<file path="src/rtl/wb_init_pkg.sv">
// Shared types for the Wishbone command initiator.
// Latency: n/a (types and constants only).
// Backpressure: n/a.
package wb_init_pkg;

  localparam int WB_DW   = 32;
  localparam int WB_SELW = 4;

  typedef enum logic [1:0] {
    IDLE = 2'd0,
    BUS  = 2'd1,
    RESP = 2'd2
  } state_t;

endpackage

</file>
<file path="src/rtl/wb_cmd_initiator.sv">
// Wishbone classic initiator: one bus cycle per command, response with data/err.
// Latency: cyc after cmd edge, rsp_valid the edge ack/err/timeout is sampled.
// Backpressure: cmd_ready only in IDLE; response held until rsp_ready.
module wb_cmd_initiator
  import wb_init_pkg::*;
#(
  parameter int ADDR_WIDTH     = 6,
  parameter int TIMEOUT_CYCLES = 255,
  parameter int ERR_CNT_WIDTH  = 8
) (
  input  logic                     i_clk,
  input  logic                     i_rst_n,
  input  logic                     i_cmd_valid,
  output logic                     o_cmd_ready,
  input  logic [ADDR_WIDTH-1:0]    i_cmd_adr,
  input  logic [WB_DW-1:0]         i_cmd_dat,
  input  logic [WB_SELW-1:0]       i_cmd_sel,
  input  logic                     i_cmd_we,
  output logic                     o_rsp_valid,
  input  logic                     i_rsp_ready,
  output logic [WB_DW-1:0]         o_rsp_dat,
  output logic                     o_rsp_err,
  output logic [ADDR_WIDTH-1:0]    o_wb_adr,
  output logic [WB_DW-1:0]         o_wb_dat,
  output logic [WB_SELW-1:0]       o_wb_sel,
  output logic                     o_wb_we,
  output logic                     o_wb_cyc,
  output logic                     o_wb_stb,
  input  logic [WB_DW-1:0]         i_wb_rdt,
  input  logic                     i_wb_ack,
  input  logic                     i_wb_err,
  output logic [ERR_CNT_WIDTH-1:0] o_err_cnt
);

  localparam bit TMO_EN = (TIMEOUT_CYCLES != 0);
  localparam int TW     = TMO_EN ? $clog2(TIMEOUT_CYCLES + 1) : 1;
  localparam logic [TW-1:0] TMO_LAST = TMO_EN ? TW'(TIMEOUT_CYCLES - 1) : '0;

  state_t               state_q, state_d;
  logic [TW-1:0]        tmo_q;
  logic                 cmd_fire, bus_ok, bus_fail;
  logic [ADDR_WIDTH-1:0] wb_adr_q;
  logic [WB_DW-1:0]     wb_dat_q;
  logic [WB_SELW-1:0]   wb_sel_q;
  logic                 wb_we_q, wb_cyc_q;
  logic [WB_DW-1:0]     rsp_dat_q;
  logic                 rsp_err_q;
  logic [ERR_CNT_WIDTH-1:0] err_cnt_q;

  always_ff @(posedge i_clk or negedge i_rst_n) begin
    if (!i_rst_n) state_q <= IDLE;
    else          state_q <= state_d;
  end

  // err beats ack, ack beats timeout when they land in the same cycle
  always_comb begin
    state_d  = state_q;
    cmd_fire = 1'b0;
    bus_ok   = 1'b0;
    bus_fail = 1'b0;
    case (state_q)
      IDLE: begin
        if (i_cmd_valid) begin
          cmd_fire = 1'b1;
          state_d  = BUS;
        end
      end
      BUS: begin
        if (i_wb_err) begin
          bus_fail = 1'b1;
          state_d  = RESP;
        end else if (i_wb_ack) begin
          bus_ok  = 1'b1;
          state_d = RESP;
        end else if (TMO_EN && (tmo_q == TMO_LAST)) begin
          bus_fail = 1'b1;
          state_d  = RESP;
        end
      end
      RESP: begin
        if (i_rsp_ready) state_d = IDLE;
      end
      default: state_d = IDLE;
    endcase
  end

  always_ff @(posedge i_clk or negedge i_rst_n) begin
    if (!i_rst_n) begin
      wb_adr_q  <= '0;
      wb_dat_q  <= '0;
      wb_sel_q  <= '0;
      wb_we_q   <= 1'b0;
      wb_cyc_q  <= 1'b0;
      tmo_q     <= '0;
      rsp_dat_q <= '0;
      rsp_err_q <= 1'b0;
      err_cnt_q <= '0;
    end else begin
      if (cmd_fire) begin
        wb_adr_q <= i_cmd_adr;
        wb_dat_q <= i_cmd_dat;
        wb_sel_q <= i_cmd_sel;
        wb_we_q  <= i_cmd_we;
        wb_cyc_q <= 1'b1;
        tmo_q    <= '0;
      end else if (state_q == BUS) begin
        tmo_q <= tmo_q + 1'b1;
      end
      // cyc must fall on the exit edge or the responder acks again
      if (bus_ok || bus_fail) begin
        wb_cyc_q  <= 1'b0;
        rsp_err_q <= bus_fail;
        rsp_dat_q <= (bus_ok && !wb_we_q) ? i_wb_rdt : '0;
      end
      if (bus_fail && (err_cnt_q != '1)) err_cnt_q <= err_cnt_q + 1'b1;
    end
  end

  assign o_cmd_ready = (state_q == IDLE);
  assign o_rsp_valid = (state_q == RESP);
  assign o_rsp_dat   = rsp_dat_q;
  assign o_rsp_err   = rsp_err_q;
  assign o_wb_adr    = wb_adr_q;
  assign o_wb_dat    = wb_dat_q;
  assign o_wb_sel    = wb_sel_q;
  assign o_wb_we     = wb_we_q;
  assign o_wb_cyc    = wb_cyc_q;
  assign o_wb_stb    = wb_cyc_q;
  assign o_err_cnt   = err_cnt_q;

endmodule

</file>
<file path="config.mk">
export PLATFORM = sky130hd
export DESIGN_NAME = wb_cmd_initiator
export DESIGN_NICKNAME = d
export VERILOG_FILES = /design/src/rtl/wb_init_pkg.sv /design/src/rtl/wb_cmd_initiator.sv
export SDC_FILE = /design/constraint.sdc
export NUM_CORES = 1
export LEC_CHECK = 0
export BUFFER_PORTS_ARGS = -buffer_cell sky130_fd_sc_hd__buf_2
export CELL_PAD_IN_SITES_DETAIL_PLACEMENT = 0
export CELL_PAD_IN_SITES_GLOBAL_PLACEMENT = 1
export CORE_MARGIN = 3
export CORE_UTILIZATION = 34
export DETAILED_ROUTE_END_ITERATION = 16
export GPL_ROUTABILITY_DRIVEN = 0
export GPL_TIMING_DRIVEN = 0
export PLACE_DENSITY = 0.9
export RECOVER_POWER = 50
export SYNTH_ARGS = -nofsm -noshare
export SYNTH_HDL_FRONTEND = slang
export SYNTH_SLANG_ARGS = --single-unit
</file>
<file path="constraint.sdc">
create_clock -name i_clk -period 2.5 [get_ports i_clk]
set_clock_uncertainty 0.2 [all_clocks]
set_input_delay 0.125 -clock i_clk [delete_from_list [all_inputs] [get_ports i_clk]]
set_output_delay 0.125 -clock i_clk [all_outputs]
set_load 0.01 [all_outputs]
</file>
==> flow_summary.toml, run 1 <==
[outcome]
status = "finished clean"

[die]
rows = 37
initial_utilization = 0.356
die_h_um = 111
dieWidth_um = 111
core_area_um2 = 10500
die_area_um2 = 12300
ios = 169

[timing]
tightest_slew_ps = 943
fmax_ghz = 0.417
fin_crit_sh = 0.959
max-slew-margin-rel = 0.371
final-hold-violation-count = 0
slew_violations = 0
period_minus_slack_ps = 2400
setup_viol = 0

[logic_synthesis]
yosysTopAreaCellShare = 0.636
ys_warn_count = 0
syn_area_um2 = 3740
syn_avg_cell_area_um2 = 10.6
syn_inst = 352
yosysTopAreaCell = "dfrtp_1"
synth_xor_area_frac = 0.0141
synthSimpleGateAreaFrac = 0.194
netlist_top_cells_area = "dfrtp_1 64%, nand2_1 14%, a22o_1 7.5%"
synth_fa_ha_area_frac = 0.0100
ys_types = 34
synth_top_family_by_area = "simple AND/OR/NAND/NOR gates"
yosysSeqAreaShare = 0.636
synth_nets = 436
synthMuxAreaShare = 0.00970
synth_compound_area_frac = 0.111
synth_seq_cells = 95

[power_and_ir_drop]
power.share.clock = 0.167
switching_share = 0.399
power_leakage_uw = 0.00296
p_sw_uw = 2390
p_seq_frac = 0.441
p_int_uw = 3590
combPwrFrac = 0.392
powerDensity_nw_per_um2 = 1040
ir_drop_uv = 448

[detailed_routing]
dr.pass1.iters = 4
avgViaCountPerCell = 4.64
drc = 0
postRouteWirelength_um = 10600
initialDrtViolationCount = 193
route.detailed.wl_per_inst_um = 14.0
routed-via-count = 3508
ant_nets = 0

[global_route]
grt_max_degree = 58
grt_first_pass_wirelength_um = 17500
grtUsageTotal = 0.172
antenna_found_initial = 0
grt_pass1_vias = 3574
grt-ovfl-total = 0

[place]
numPortBuffers = 168
place_area_um2 = 4780
dpl.hpwl_um = 7160
dp.cells = 657

[setup_path]
startpoint_type = "primary input"
cp_slowest_cell = "dlygate4sd3_1"
critical_path.max_stage_delay_ps = 550
worstPathArrival_ps = 2460
crit_chain = "dlygate4sd3_1, buf_2, nor2_1, dlygate4sd3_1, o21ai_0, nand2_2, a22o_1, dlygate4sd3_1"
path_class = "primary input to flip-flop"
worstPathMaxFanout = 6
critical_path_required_ps = 2570
crit_top_cell = "dlygate4sd3_1"
crit_path_end_kind = "flip-flop"

[cells_and_area]
fin_nets = 699
drive_above_1_share = 0.250
area_growth_pct = 53.3
stdcell_area_um2 = 5730
instances_no_fill = 756
antenna_cells = 0
mostFrequentLayoutCell = "nand2_1"
multiInputGateArea_um2 = 1270
final_cell_mix = "137 x nand2_1, 126 x buf_2, 95 x dfrtp_1"
fillers = 962
register_area_um2 = 2380

[clock_tree]
cts-root-buf = "clkbuf_8"
numCtsBuffers = 9
clk_pin_slew_ps = 110
cts_tree = "built"
cts_buffer_depth = 2
clock_latency_ps = 360
h-tree-depth = 3
cts.sinks = 95

[flow_run]
cap_violations = 0

[hold_path]
min_path_type = "primary input to flip-flop"
[critical path, delay by kind of cell]
kind	cells	cell delay, ps
buffers and inverters	4	1760
and+or+nand+nor	2	210
AOI/OAI and AO/OA	2	390
[per-stage QoR]
stage / setup WS [ps] / power, uW / utilization / setup TNS [ps] / hold WS [ps]
3_3_place_gp: 198 / 4860 / 0.452 / 0 / 113
6_report: 102 / 5970 / 0.545 / 0 / 70.4
3_5_place_dp: 358 / 4970 / 0.455 / 0 / -68.4
2_1_floorplan: 537 / 3870 / - / 0 / -371
5_1_grt: -1.91 / 6450 / 0.545 / -1.91 / 84.7
4_1_cts: 45.4 / 6100 / 0.551 / 0 / 66.5
[worst paths after layout]
path | startpoint | depth (start not counted) | slack (ps) | to
worst max-delay path | i_wb_ack | 8 | 100 | o_rsp_dat[31]$_DFFE_PN0P_
worst min-delay path | i_wb_err | 4 | 70 | o_rsp_err$_DFFE_PN0P_
worst max register to register | tmo_q[0]$_DFFE_PN0P_ | 7 | 210 | o_rsp_dat[31]$_DFFE_PN0P_
worst min register to register | o_wb_dat[18]$_DFFE_PN0P_ | 2 | 280 | o_wb_dat[18]$_DFFE_PN0P_
max in group asynchronous | i_rst_n | 3 | 500 | o_wb_dat[8]$_DFFE_PN0P_
min in group asynchronous | i_rst_n | 2 | 230 | o_wb_dat[11]$_DFFE_PN0P_
[registers in the layout, summed over array words and instances (netlist names)]
name	flops
o_wb_adr	6
o_wb_cyc	1
o_wb_we	1
o_err_cnt	8
tmo_q	8
o_rsp_err	1
o_rsp_dat	32
o_wb_dat	32
o_wb_sel	4
state_q	2
[logic make-up after synthesis]
logic type | after synthesis
XOR/XNOR | 6
buffers and inverters | 23
multiplexers | 3
AO/OA/AOI/OAI | 50
flip-flops | 95
AND/OR/NAND/NOR | 172
adder cells (fa/ha/maj) | 3
[area by class of cell]
type / count / share of cell area
Sequential cell: 95 / 0.415
Timing Repair Buffer: 252 / 0.283
Multi-Input combinational cell: 234 / 0.222
Tap cell: 136 / 0.0297
Clock buffer: 9 / 0.0216
Buffer: 19 / 0.0135
Clock inverter: 7 / 0.0131
Inverter: 4 / 0.00262
[repair_timing]
action | in CTS | in global routing
endpoints found under the setup margin | 0 | 9
resized for setup | 0 | 1
hold buffers | 81 | 0
hold endpoints to repair | 172 | 0
setup buffers | 0 | 2
[layer usage]
metal | up-vias | part of all wire | global-route usage
met2 | 134 | 0.49 | 0.291
met5 | - | 0 | 0
met3 | 16 | 0.068 | 0.0486
met1 | 1662 | 0.43 | 0.212
met4 | 0 | 0.015 | 0.0591
li1 | 1696 | - | -
[cell usage after synthesis]
cell	count
nand2_1	138
dfrtp_1	95
a22o_1	32
clkbuf_1	16
o21ai_0	12
nor2_1	8
nand3_1	6
xor2_1	6
nand4_1	5
inv_1	4
ha_1	3
nand2b_1	3
buf_2	2
nor3b_1	2
a311o_1	1
a311oi_4	1
a31oi_1	1
and2_1	1
and3_1	1
and3_2	1
and4_1	1
buf_4	1
mux2_1	1
mux2_4	1
mux2i_1	1
nand3_2	1
nor2b_1	1
nor3_1	1
nor4_1	1
nor4_2	1
nor4b_2	1
o21a_1	1
o2bb2ai_1	1
o31a_4	1
[power groups by stage]
| stage | clock network (uW) | registers [uW] | logic, uW |
|---|---|---|---|
| finish | 998 | 2640 | 2340 |
| global route | 1110 | 2730 | 2610 |
| CTS | 1040 | 2620 | 2440 |
| detailed placement | 0 | 2640 | 2330 |
| global placement | 0 | 2610 | 2250 |
| floorplan | 0 | 2910 | 961 |
No activity file was read; power rests on OpenSTA's default activity.
==> run 2: changes to the inputs <==
Settings changed: CELL_PAD_IN_SITES_DETAIL_PLACEMENT 0 to default, CELL_PAD_IN_SITES_GLOBAL_PLACEMENT 1 to default, CTS_BUF_LIST from default to sky130_fd_sc_hd__clkbuf_8, PLACE_DENSITY 0.9 to 0.59.
==> flow_summary.toml, run 2 (synthesis results as in run 1) <==
[power_and_ir_drop]
p_sw_uw = 2310
combPwrFrac = 0.388
powerDensity_nw_per_um2 = 1040
switching_share = 0.388
p_seq_frac = 0.442
finalPower_uw = 5950
power_leakage_uw = 0.00294
p_int_uw = 3640
ir_drop_uv = 448
power.share.clock = 0.170

[clock_tree]
cts.sinks = 95
cts-root-buf = "clkbuf_8"
clock_latency_ps = 350
cts_buffer_depth = 2
numCtsBuffers = 9
cts_tree = "built"
h-tree-depth = 3
clk_pin_slew_ps = 100
cts_setup_buffers = 0

[setup_path]
startpoint_type = "flip-flop"
ff2ff_path_depth = 7
worstPathMaxFanout = 8
worstPathArrival_ps = 2340
path_class = "flip-flop to flip-flop"
critical_path.max_stage_delay_ps = 560
critical_path_required_ps = 2540
crit_chain = "inv_1, ha_1, nand4_1, o21ai_1, nand2_2, a22o_1, dlygate4sd3_1"
crit_path_end_kind = "flip-flop"
rrSetupSlack_ps = 200
reg2reg_to = "o_rsp_dat[31]$_DFFE_PN0P_"
cp_slowest_cell = "dlygate4sd3_1"
reg2reg_from = "tmo_q[0]$_DFFE_PN0P_"

[place]
dp.cells = 657
dpl.hpwl_um = 6750
place_ws_ps = 273
numPortBuffers = 168

[cells_and_area]
fin_nets = 697
antenna_cells = 0
instances_no_fill = 754
final_core_util = 0.544
final_cell_mix = "137 x nand2_1, 125 x buf_2, 95 x dfrtp_1"
area_growth_pct = 52.8
mostFrequentLayoutCell = "nand2_1"
drive_above_1_share = 0.246
fillers = 945

[die]
die_area_um2 = 12300
rows = 37
ios = 169
dieWidth_um = 111
die_h_um = 111
initial_utilization = 0.356
core_area_um2 = 10500

[timing]
tightest_slew_ps = 853
fmax_ghz = 0.434
final-hold-violation-count = 0
tns_ps = 0
fin_ws_ps = 198
max-slew-margin-rel = 0.431
rsz0062_at_grt = "no"
fin_crit_sh = 0.921
setup_viol = 0
period_minus_slack_ps = 2300
slew_violations = 0

[detailed_routing]
drc = 0
route.detailed.wl_per_inst_um = 13.7
dr.pass1.iters = 4
avgViaCountPerCell = 4.57
postRouteWirelength_um = 10300
initialDrtViolationCount = 175
routed-via-count = 3447
ant_nets = 0

[hold_path]
whs_endpoint = "o_rsp_err$_DFFE_PN0P_"
min_delay_path_depth = 4
min_path_type = "primary input to flip-flop"
worstHoldStart = "i_wb_err"

[flow_run]
cap_violations = 0

[global_route]
grt_first_pass_wirelength_um = 17400
grt-ovfl-total = 0
grtUsageTotal = 0.170
grt_pass1_vias = 3516
antenna_found_initial = 0
grt_max_degree = 64

[outcome]
status = "finished clean"
[run 2: per-stage QoR]
| stage | hold slack, ps | instance area [um2] |
|---|---|---|
| global route | 121 | 5710 |
| CTS | 49.1 | 5790 |
| floorplan | -371 | 3740 |
| global placement | 114 | 4750 |
| finish | 77.5 | 5710 |
| detailed placement | -96.1 | 4780 |
[run 2: worst max-delay path: cells and delay by family, from the launching register on]
family          cells  cell delay (ps)
compound gates      2              490
flops               1              430
buf+inv             2              630
fa+ha+maj           1              130
simple gates        2              300
[run 2: layout make-up]
cell class / instances / area [um2] / share of cell area
buffer: 19 / 77.6 / 0.0136
inverter: 4 / 15.0 / 0.00263
sequential: 95 / 2380 / 0.416
tap: 136 / 170 / 0.0298
clock buffer: 9 / 124 / 0.0217
timing repair buffer: 250 / 1600 / 0.281
clock inverter: 7 / 72.6 / 0.0127
multi-input combinational: 234 / 1270 / 0.223
[run 2: how the worst max path moves through the flow]
stage / end / cells after the start / start
floorplan: o_err_cnt[1]$_DFFE_PN0P_ / 6 / tmo_q[0]$_DFFE_PN0P_
global placement: o_wb_dat[24]$_DFFE_PN0P_ / 1 / i_rst_n
detailed placement: o_rsp_dat[16]$_DFFE_PN0P_ / 7 / tmo_q[0]$_DFFE_PN0P_
CTS: o_rsp_dat[0]$_DFFE_PN0P_ / 7 / tmo_q[0]$_DFFE_PN0P_
global route: o_rsp_dat[0]$_DFFE_PN0P_ / 7 / tmo_q[0]$_DFFE_PN0P_
finish: o_rsp_dat[31]$_DFFE_PN0P_ / 7 / tmo_q[0]$_DFFE_PN0P_
[run 2: layer usage]
metal	share of wire	vias to the layer above	track usage	wire [um]
li1	-	1692	-	-
met1	0.46	1626	0.221	4790
met2	0.47	119	0.282	4810
met3	0.058	10	0.0508	595
met4	0.011	0	0.0361	112
met5	0	-	0	0
[run 2: repair_timing]
| item | in CTS | in global routing |
|---|---|---|
| hold endpoints to repair | 172 | 0 |
| resized for setup | 0 | 2 |
| hold buffers | 81 | 0 |
| endpoints found under the setup margin | 0 | 2 |
[run 2: power by group through the flow]
| stage | registers (uW) | clock network, uW | logic (uW) |
|---|---|---|---|
| 2_1_floorplan | 2910 | 0 | 961 |
| 3_3_place_gp | 2610 | 0 | 2260 |
| 3_5_place_dp | 2630 | 0 | 2320 |
| 4_1_cts | 2610 | 1050 | 2420 |
| 5_1_grt | 2730 | 1130 | 2580 |
| 6_report | 2630 | 1010 | 2310 |
==> run 3: changes to the inputs <==
Settings changed: GPL_TIMING_DRIVEN 0 to default.
==> flow_summary.toml, run 3 (synthesis results as in run 1) <==
[timing]
final-hold-violation-count = 0
slew_violations = 0
tightest_slew_ps = 1290
tns_ps = 0
fmax_ghz = 0.487
max-slew-margin-rel = 0.142
fin_hold_ws_ps = 25.6
period_minus_slack_ps = 2060
rsz0062_at_grt = "no"
fin_crit_sh = 0.822
setup_viol = 0

[cells_and_area]
fin_nets = 682
final_cell_mix = "137 x nand2_1, 95 x dfrtp_1, 85 x clkbuf_1"
antenna_cells = 0
area_growth_pct = 51.1
mostFrequentLayoutCell = "nand2_1"
stdcell_area_um2 = 5650
drive_above_1_share = 0.188

[place]
numPortBuffers = 168
place_area_um2 = 4760
dpl.hpwl_um = 6470

[setup_path]
worstPathMaxFanout = 8
rrSetupSlack_ps = 440
reg2reg_to = "o_err_cnt[1]$_DFFE_PN0P_"
worstPathArrival_ps = 2100
path_class = "flip-flop to flip-flop"
crit_path_end_kind = "flip-flop"
setup.worst_path.start = "tmo_q[0]$_DFFE_PN0P_"
reg2reg_from = "tmo_q[0]$_DFFE_PN0P_"
critical_path_required_ps = 2540
critical_path.max_stage_delay_ps = 420
crit_chain = "inv_1, ha_1, nand4_1, o31a_4, a311oi_4, mux2_4"
cp_slowest_cell = "dfrtp_1"
ff2ff_path_depth = 6
startpoint_type = "flip-flop"

[clock_tree]
h-tree-depth = 3
cts_tree = "built"
clk_pin_slew_ps = 90
cts_buffer_depth = 2
clock_latency_ps = 340
cts-root-buf = "clkbuf_8"
numCtsBuffers = 9
cts.sinks = 95

[outcome]
status = "finished clean"

[power_and_ir_drop]
switching_share = 0.382
power_leakage_uw = 0.00281
ir_drop_uv = 534
powerDensity_nw_per_um2 = 1050
p_sw_uw = 2270
power.share.clock = 0.183
combPwrFrac = 0.372
p_seq_frac = 0.444
p_int_uw = 3660

[global_route]
met3_usage = 0.0540
grt_use_met1 = 0.220
met2_usage = 0.267
grtUsageTotal = 0.167
grt_first_pass_wirelength_um = 16900
antenna_found_initial = 0
busiest_layer = "met2"
grt_max_degree = 52
grt_pass1_vias = 3470
grt-ovfl-total = 0

[die]
die_area_um2 = 12300
core_area_um2 = 10500
die_h_um = 111
rows = 37
ios = 169
dieWidth_um = 111
initial_utilization = 0.356

[detailed_routing]
drc = 0
dr.pass1.iters = 4
initialDrtViolationCount = 263
routed-via-count = 3367
route.detailed.wl_per_inst_um = 13.8
avgViaCountPerCell = 4.56
ant_nets = 0
postRouteWirelength_um = 10200

[flow_run]
cap_violations = 0

[hold_path]
whs_endpoint = "state_q[0]$_DFFE_PN0P_"
min_path_type = "primary input to flip-flop"
worstHoldStart = "i_wb_err"
min_delay_path_depth = 4
==> run 3: how the worst max path moves through the flow <==
| stage | end | slack [ps] | depth (start not counted) |
|---|---|---|---|
| 6_report | o_err_cnt[1]$_DFFE_PN0P_ | 440 | 6 |
| 5_1_grt | o_err_cnt[1]$_DFFE_PN0P_ | 310 | 6 |
| 3_5_place_dp | o_err_cnt[1]$_DFFE_PN0P_ | 440 | 6 |
| 2_1_floorplan | o_err_cnt[1]$_DFFE_PN0P_ | 540 | 6 |
| 3_3_place_gp | o_err_cnt[1]$_DFFE_PN0P_ | 480 | 6 |
| 4_1_cts | o_err_cnt[1]$_DFFE_PN0P_ | 420 | 6 |
==> run 3: layout make-up <==
type                    instances  area, um2
multi-input cells             234       1290
repair buffers                254       1590
clock buffers                  10        138
flip-flops and latches         95       2380
clock inverters                 5       75.1
fillers                       944       4860
inverters                       4       15.0
well taps                     136        170
==> run 3: critical path: cells and delay by family, from the launching register on <==
kind	cells	cell delay, ps
AO/OA/AOI/OAI	2	670
adder cells (fa/ha/maj)	1	130
buffers and inverters	1	70
flip-flops	1	420
multiplexers	1	330
AND/OR/NAND/NOR	1	120
==> run 3: stage by stage <==
stage	power, uW	setup slack, ps	std cells	utilization
4_1_cts	6150	422	738	0.548
5_1_grt	6400	309	738	0.538
3_3_place_gp	4890	480	645	0.453
2_1_floorplan	3870	537	352	-
3_5_place_dp	4940	436	645	0.453
6_report	5930	445	738	0.538
==> run 3: power groups by stage <==
stage / registers (uW) / clock network (uW) / logic, uW
6_report: 2630 / 1090 / 2210
2_1_floorplan: 2910 / 0 / 961
4_1_cts: 2610 / 1130 / 2410
3_5_place_dp: 2620 / 0 / 2310
3_3_place_gp: 2620 / 0 / 2270
5_1_grt: 2730 / 1190 / 2480
==> run 3: per-layer routing <==
metal,vias to the layer above,wire length [um]
met2,125,4740
met4,0,125
met5,-,0
li1,1659,-
met1,1570,4620
met3,13,704
==> run 3: repair_timing <==
item | in CTS | in global routing
gates resized for setup | 0 | 0
setup buffers | 0 | 0
hold buffers | 78 | 0
endpoints found under the hold margin | 127 | 0
